**config.mk**
```make
export PLATFORM = sky130hd
export DESIGN_NAME = pipelined_adder_tree
export DESIGN_NICKNAME = d
export VERILOG_FILES = /design/src/rtl/pipelined_adder_tree.sv
export SDC_FILE = /design/constraint.sdc
export NUM_CORES = 1
export LEC_CHECK = 0
export CAP_MARGIN = 40
export CORE_MARGIN = 4
export CORE_UTILIZATION = 47
export DETAILED_ROUTE_END_ITERATION = 10
export DONT_BUFFER_PORTS = 1
export GPL_TIMING_DRIVEN = 0
export PLACE_DENSITY = 0.61
export SLEW_MARGIN = 20
export SYNTH_ARGS = -nofsm -noshare
export SYNTH_HDL_FRONTEND = slang
export SYNTH_SLANG_ARGS = --single-unit
```
**constraint.sdc**
```tcl
create_clock -name clk -period 2.1 [get_ports clk]
set_input_delay 0.315 -clock clk [delete_from_list [all_inputs] [get_ports clk]]
set_output_delay 0.315 -clock clk [all_outputs]
set_load 0.05 [all_outputs]
```
**src/rtl/pipelined_adder_tree.sv**
```systemverilog
// pipelined_adder_tree: reduces NUM_OPS unsigned operands through registered 3:2 CSA levels,
// a registered CPA and a frame accumulator. Define ADDER_TREE_SAT_EN for saturating arithmetic.
module pipelined_adder_tree #(
   parameter int unsigned WIDTH   = 13,
   parameter int unsigned NUM_OPS = 4
) (
   input  logic                       clk,
   input  logic                       rst_n,
   input  logic                       in_valid,
   output logic                       in_ready,
   input  logic [NUM_OPS*WIDTH-1:0]   in_ops,
   input  logic                       in_last,
   input  logic                       acc_mode,
   output logic                       out_valid,
   input  logic                       out_ready,
   output logic [WIDTH-1:0]           out_sum,
   output logic                       out_ovf
);

   // Operand count remaining after lv 3:2 levels (each full triple becomes a sum/carry pair).
   function automatic int ops_after(input int lv);
      int n;
      n = int'(NUM_OPS);
      for (int i = 0; i < lv; i++) n = n - n / 3;
      return n;
   endfunction

   function automatic int num_levels();
      int n;
      int l;
      n = int'(NUM_OPS);
      l = 0;
      while (n > 2) begin
         n = n - n / 3;
         l++;
      end
      return l;
   endfunction

   localparam int unsigned L  = num_levels();
   // Two spare slots keep every pass-through index in range for all operand counts.
   localparam int unsigned NS = NUM_OPS + 2;
`ifdef ADDER_TREE_SAT_EN
   localparam int unsigned IW = WIDTH + $clog2(NUM_OPS);
`else
   localparam int unsigned IW = WIDTH;
`endif

   logic                 w_stall;
   logic [IW-1:0]        r_st   [0:L][NS];
   logic                 r_vld  [0:L];
   logic                 r_mode [0:L];
   logic                 r_last [0:L];
   logic [IW-1:0]        w_lvl  [1:L][NS];

   logic [IW-1:0]        w_cpa_full;
   logic [WIDTH-1:0]     w_cpa_res;
   logic                 w_cpa_ovf;
   logic [WIDTH-1:0]     r_cpa;
   logic                 r_cpa_vld;
   logic                 r_cpa_mode;
   logic                 r_cpa_last;
   logic                 r_cpa_ovf;

   logic [WIDTH-1:0]     w_acc_next;
   logic                 w_acc_ovf;
   logic [WIDTH-1:0]     r_acc;
   logic                 r_acc_ovf;
   logic [WIDTH-1:0]     r_out_sum;
   logic                 r_out_valid;
   logic                 r_out_ovf;

   // A held result freezes the whole pipeline; bubbles are not squeezed out.
   assign w_stall   = r_out_valid && !out_ready;
   assign in_ready  = !w_stall;
   assign out_valid = r_out_valid;
   assign out_sum   = r_out_sum;
   assign out_ovf   = r_out_ovf;

   // One 3:2 level per stage: triples compress to sum + shifted carry, leftovers pass through.
   always_comb begin
      for (int lv = 1; lv <= int'(L); lv++) begin
         for (int j = 0; j < int'(NS); j++) w_lvl[lv][j] = '0;
         for (int g = 0; g < int'(NUM_OPS) / 3; g++) begin
            if (g < ops_after(lv - 1) / 3) begin
               w_lvl[lv][2*g]   = r_st[lv-1][3*g] ^ r_st[lv-1][3*g+1] ^ r_st[lv-1][3*g+2];
               w_lvl[lv][2*g+1] = ((r_st[lv-1][3*g]   & r_st[lv-1][3*g+1]) |
                                   (r_st[lv-1][3*g]   & r_st[lv-1][3*g+2]) |
                                   (r_st[lv-1][3*g+1] & r_st[lv-1][3*g+2])) << 1;
            end
         end
         for (int k = 0; k < 2; k++) begin
            if (k < ops_after(lv - 1) - 3 * (ops_after(lv - 1) / 3)) begin
               w_lvl[lv][2*(ops_after(lv - 1) / 3) + k] = r_st[lv-1][3*(ops_after(lv - 1) / 3) + k];
            end
         end
      end
   end

   // Input capture stage followed by the CSA level registers, with sidebands riding along.
   always_ff @(posedge clk or negedge rst_n) begin
      if (!rst_n) begin
         for (int s = 0; s <= int'(L); s++) begin
            r_vld[s]  <= 1'b0;
            r_mode[s] <= 1'b0;
            r_last[s] <= 1'b0;
            for (int j = 0; j < int'(NS); j++) r_st[s][j] <= '0;
         end
      end else if (!w_stall) begin
         r_vld[0]  <= in_valid;
         r_mode[0] <= acc_mode;
         r_last[0] <= in_last;
         for (int j = 0; j < int'(NUM_OPS); j++) r_st[0][j] <= IW'(in_ops[j*WIDTH +: WIDTH]);
         for (int j = int'(NUM_OPS); j < int'(NS); j++) r_st[0][j] <= '0;
         for (int s = 1; s <= int'(L); s++) begin
            r_vld[s]  <= r_vld[s-1];
            r_mode[s] <= r_mode[s-1];
            r_last[s] <= r_last[s-1];
            for (int j = 0; j < int'(NS); j++) r_st[s][j] <= w_lvl[s][j];
         end
      end
   end

   assign w_cpa_full = r_st[L][0] + r_st[L][1];

`ifdef ADDER_TREE_SAT_EN
   logic [WIDTH:0] w_acc_full;

   // Wide tree result clamps to the largest WIDTH-bit value.
   always_comb begin
      w_cpa_ovf  = |w_cpa_full[IW-1:WIDTH];
      w_cpa_res  = w_cpa_ovf ? '1 : w_cpa_full[WIDTH-1:0];
      w_acc_full = {1'b0, r_acc} + {1'b0, r_cpa};
      w_acc_ovf  = w_acc_full[WIDTH];
      w_acc_next = w_acc_ovf ? '1 : w_acc_full[WIDTH-1:0];
   end
`else
   assign w_cpa_ovf  = 1'b0;
   assign w_cpa_res  = w_cpa_full;
   assign w_acc_ovf  = 1'b0;
   assign w_acc_next = r_acc + r_cpa;
`endif

   always_ff @(posedge clk or negedge rst_n) begin
      if (!rst_n) begin
         r_cpa      <= '0;
         r_cpa_vld  <= 1'b0;
         r_cpa_mode <= 1'b0;
         r_cpa_last <= 1'b0;
         r_cpa_ovf  <= 1'b0;
      end else if (!w_stall) begin
         r_cpa      <= w_cpa_res;
         r_cpa_vld  <= r_vld[L];
         r_cpa_mode <= r_mode[L];
         r_cpa_last <= r_last[L];
         r_cpa_ovf  <= w_cpa_ovf;
      end
   end

   // Output stage: per-beat results pass straight out, frame beats fold into the accumulator.
   always_ff @(posedge clk or negedge rst_n) begin
      if (!rst_n) begin
         r_out_valid <= 1'b0;
         r_out_sum   <= '0;
         r_out_ovf   <= 1'b0;
         r_acc       <= '0;
         r_acc_ovf   <= 1'b0;
      end else if (!w_stall) begin
         r_out_valid <= 1'b0;
         if (r_cpa_vld) begin
            if (!r_cpa_mode) begin
               r_out_valid <= 1'b1;
               r_out_sum   <= r_cpa;
               r_out_ovf   <= r_cpa_ovf;
            end else if (r_cpa_last) begin
               r_out_valid <= 1'b1;
               r_out_sum   <= w_acc_next;
               r_out_ovf   <= r_acc_ovf | r_cpa_ovf | w_acc_ovf;
               r_acc       <= '0;
               r_acc_ovf   <= 1'b0;
            end else begin
               r_acc       <= w_acc_next;
               r_acc_ovf   <= r_acc_ovf | r_cpa_ovf | w_acc_ovf;
            end
         end
      end
   end

endmodule

```
# Word-level counts from Yosys, hierarchy flattened

Index checks and enable logic that the tools add are counted.

Flip-flop bits (word level): 169
Bits of input ports: 58
Output and inout bits: 16
Word-level logic and storage cells: 60

Add/sub/neg operators: 2
Equal/unequal tests: 1
Multiplexer cells: 9
Bitwise logic cells: 15
Reduce and logical (&&, ||, !) cells: 6

Operators with widths:

| operator           | count |
|---|---|
| $and 12x12->12     | 6 |
| $xor 13x13->13     | 4 |
| $or 12x12->12      | 4 |
| $mux 13            | 3 |
| $add 13x13->13     | 2 |
| $mux 1             | 6 |
| $reduce_and 3->1   | 2 |
| $reduce_and 4->1   | 1 |
| $logic_not 1->1    | 2 |
| $ne 2x1->1 const B | 1 |
| $logic_and 1x1->1  | 1 |
| $not 1->1          | 1 |

# Logic depth before layout (Yosys ltp)

Depth after elaboration: 4
Gate-level depth with buffers: 9
Mapped depth without buffers: 9

# Least setup slack after synthesis

Ideal clock, no wire load.

Path type: reg2reg
Start point: register r_cpa[0]
End point: register r_out_sum[12], in the netlist out_sum[12]
Setup time: 0.121 ns
Arrival: 2.146 ns
Required time: 1.979 ns
Slack: -0.167 ns
Cell stages (with the launch flop): 10
Buffers on the path: 0
Clock period less this slack: 2.267 ns
Cells stage by stage: dfrtp_1 -> ha_1 -> inv_1 -> fa_1 -> nand2b_1 -> a21o_1 -> a211oi_1 -> nor3_1 -> a211o_1 -> nand2b_1

Longest elaborated chain between the ends: 3

Ends and longest elaborated chain:

| item                     | line | source |
|---|---|---|
| start: declaration       | 59   | `logic [WIDTH-1:0] r_cpa;` |
| start signal: assignment | 152  | `r_cpa <= w_cpa_res;` |
| $add 13x13->13           | 141  | `assign w_acc_next = r_acc + r_cpa;` |
| $mux 13                  | 175  | `end else if (r_cpa_last) begin` |
| $mux 13                  | 171  | `if (!r_cpa_mode) begin` |
| end signal: assignment   | 173  | `r_out_sum <= r_cpa;` |
| end signal: assignment   | 177  | `r_out_sum <= w_acc_next;` |
| end: declaration         | 69   | `logic [WIDTH-1:0] r_out_sum;` |

Every way passes these cells. The select of a mux whose other input is x is not followed.
A chain may end at the register's enable or synchronous reset.

# Final worst setup path

Same ends and word-level chain as after synthesis.

==> flow_metrics.env <==
export IMPL_rr_worst_depth=9
export IMPL_peakVddDrop_v=0.0008691
export IMPL_final_setup_skew_ns=0.01168
export IMPL_first_iter_violations=314
export IMPL_grt_pass1_vias=6270
export IMPL_setup_ws_ns=-0.1243
export IMPL_finalSetupViolations=3
export IMPL_fin_area_um2=9644
export IMPL_power_leakage_nw=4.839
export IMPL_maxCapViolCount=0
export IMPL_nets=1045
export IMPL_synth_cells=865
export IMPL_utilization=0.5795
export IMPL_nFillCells=1443
export IMPL_antenna_cells=0
export IMPL_r2r_end="out_sum[12]"
export IMPL_critPathLaunchType="register"
export IMPL_start_util=0.4826
export IMPL_io_buffers=0
export IMPL_grt_pass1_wl_mm=30.33
export IMPL_post_drt_wl_per_cell_um=15.26
export IMPL_path_cells="ha_2 > inv_2 > fa_2 > nand2b_4 > a21o_4 > a211oi_4 > nor2_2 > a211o_1 > nand2b_1"
export IMPL_setup_worst_path_class="register to register"
export IMPL_cp_slowest_cell="dfrtp_1"
export IMPL_cts_buffers=17
export IMPL_clock_latency_ns=0.42
export IMPL_crit_start="r_cpa[0]"
export IMPL_fp_dieH_um=138.7
export IMPL_worst_pin_slew_ns=0.7078
export IMPL_critical_path_top_delay_family="compound AO/OA/AOI/OAI gates"
export IMPL_finalHoldViolCount=167
export IMPL_violations="negative hold slack, negative setup slack"
export IMPL_first_pass_iters=5
export IMPL_power_density_nw_per_um2=1674
export IMPL_io_pins=74
export IMPL_wl_met3_um=714
export IMPL_rrSetupSlack_ns=-0.12
export IMPL_die_width_um=138.7
export IMPL_hold_buffers=46
export IMPL_yosysWarnings=0
export IMPL_grt_max_degree=168
export IMPL_h_tree_depth=4
export IMPL_dp_hpwl_mm=12.70
export IMPL_cts_num_sinks=167
export IMPL_finalWeightedCongestion=0.8615
export IMPL_synth_nets=972
export IMPL_rows=47
export IMPL_cts_root_buf="clkbuf_16"
export IMPL_antenna_found_initial=0
export IMPL_endpoint_kind="register"
export IMPL_r2r_start="r_cpa[0]"
export IMPL_crit_buf_inv=1
export IMPL_die_area_um2=19240
export IMPL_path_clk_slew_ns=0.07
export IMPL_critical_path_required_ns=2.42
export IMPL_drv_slew=0
export IMPL_drive_above_1_share=0.1009
export IMPL_highest_layer="met4"
export IMPL_synth_seq_cells=167
export IMPL_synthDominantCellAreaShare=0.5203
export IMPL_ys_seq_area_frac=0.5203
export IMPL_synth_avg_cell_area_um2=9.285
export IMPL_yosys_area_top_type="dfrtp_1"
export IMPL_status="finished, violations left"
export IMPL_cts_path_max_buffers=2
export IMPL_relSlewSlack=0.5281
export IMPL_ys_top_cells_by_area="dfrtp_1, nand2_1, fa_1"
export IMPL_viasPerCell=5.125
export IMPL_cts_tree="built"
export IMPL_wl_mm=17.86
export IMPL_m1WireLength_mm=7.858
export IMPL_async_reset_ff_frac=1.000
export IMPL_ant_nets=0
export IMPL_period_minus_slack_ns=2.224
export IMPL_synth_ff_type="dfrtp_1"
export IMPL_fin_hold_ws_ns=-0.4182
export IMPL_grtUsageTotal=0.1943
export IMPL_wl_met2_mm=8.843
export IMPL_crit_path_max_incr_delay_ns=0.38
export IMPL_synth_edff_count=0
export IMPL_synthDistinctLibCells=53
export IMPL_dpl_instance_area_um2=8313
export IMPL_area_delta_synth_final_pct=20.08
export IMPL_fmax_mhz=449.6
export IMPL_finalCritPeriodShare=1.059
export IMPL_path_max_fanout=4
export IMPL_min_path_type="input port to asynchronous set/reset pin"
export IMPL_worstPathArrival_ns=2.54
export IMPL_coreArea_um2=16640
export IMPL_overflow=0
export IMPL_vias=6001
export IMPL_syn_area_um2=8031
export IMPL_drcViolationCount=0
export IMPL_rsz0062_at_grt="yes"
where the power goes:
| part | total [W] | internal, W | switching, W |
|---|---|---|---|
| sequential | 0.00603 | 0.00460 | 0.00144 |
| combinational | 0.00686 | 0.00297 | 0.00388 |
| clock | 0.00325 | 0.00195 | 0.00130 |
cells in the mapped netlist, drive strengths merged (2+ instances only):
library cell and number:
nor3b 7, o31ai 4, mux2 2, and3 5
a211oi 2, nor2b 4, o21bai 2, nand4 2
nor4b 2, xnor2 12, a22o 6, xor2 10
or3 2, nand2 404, buf 10, a211o 3
mux2i 10, nor3 8, clkbuf 33, inv 8
fa 25, a21oi 22, a31oi 4, nand3b 3
nand3 8, nand2b 6, ha 24, nor2 14
o21ai 22, a21o 15, nor4 3, o21a 2
dfrtp 167
state kept, by name (all words and copies together) (netlist names):
register and flops:
r_cpa_vld 1, out_sum 13, r_last 3, r_acc 13
r_vld 3, out_valid 1, r_cpa 13, r_cpa_last 1
r_mode 3, r_cpa_mode 1, r_st 115
layout make-up:
class,count,area (um^2),share of cell area
plain buffers,43,227.7,0.02361
clock buffers,19,452.9,0.04696
clock inverters,13,167.7,0.01738
inverters,9,33.78,0.003503
multi-input cells,646,3786,0.3926
flip-flops and latches,167,4180,0.4334
well taps,220,275.3,0.02854
repair buffers,54,520.5,0.05397
cells in the final DEF, fill, tap and decap left out, types with 10 or more instances in the layout:
cell / Yosys / final
buf_4: 1 / 10
a21oi_1: 22 / 16
xnor2_1: 12 / 11
xor2_1: 10 / 10
fa_1: 25 / 23
ha_1: 24 / 20
dfrtp_1: 167 / 166
dlygate4sd3_1: 0 / 46
nor2_1: 14 / 13
o21ai_0: 21 / 20
nand2_1: 404 / 404
a21o_1: 15 / 14
clkbuf_1: 33 / 19
clkbuf_2: 0 / 14
clkbuf_16: 0 / 18
mux2i_1: 10 / 10
worst max path at each step:
stage / end / cells after the start / slack (ns)
after floorplan: out_sum[12] / 8 / -0.08
after global placement: out_sum[12] / 9 / -0.29
after detailed placement: out_sum[12] / 9 / -0.35
after CTS: out_sum[12] / 9 / -0.17
after global routing: out_sum[12] / 9 / -0.20
final: out_sum[12] / 9 / -0.12
through the flow:
step                      setup TNS [ns]  worst slack, ns  instances  power [W]
final                            -0.2108          -0.1243       1171    0.01614
after global routing             -0.6763          -0.1970       1171    0.01753
after CTS                        -0.4097          -0.1667       1170    0.01606
after detailed placement          -15.23          -0.3539       1085    0.01231
after global placement            -12.10          -0.2858       1085    0.01205
after floorplan                 -0.07710         -0.07710        865    0.01073
per-layer routing:
metal,track usage,vias up
met3,0.04517,31
li1,-,2947
met2,0.3353,134
met5,0,-
met1,0.2404,2889
met4,0.06952,0
cell families (layout without fill, tap and decap cells):
family | after synthesis | after routing | synth area share
DFF | 167 | 167 | 0.5203
muxes | 12 | 12 | 0.01527
buffers and inverters | 52 | 138 | 0.02586
xor gates and xnor gates | 22 | 22 | 0.02399
other | 1 | 1 | 0.0004669
AOI/OAI and AO/OA | 91 | 91 | 0.07525
and+or+nand+nor | 471 | 471 | 0.2391
adders and majority gates | 49 | 49 | 0.09970
repair_timing:
item                                   in CTS  in global routing
buffers inserted                            7                  2
endpoints found under the hold margin     213                167
resized for setup                          35                 24
pin swaps                                  10                 12
setup endpoints to repair                 133                 73
Note: power is estimated with default switching activity, not from simulation.
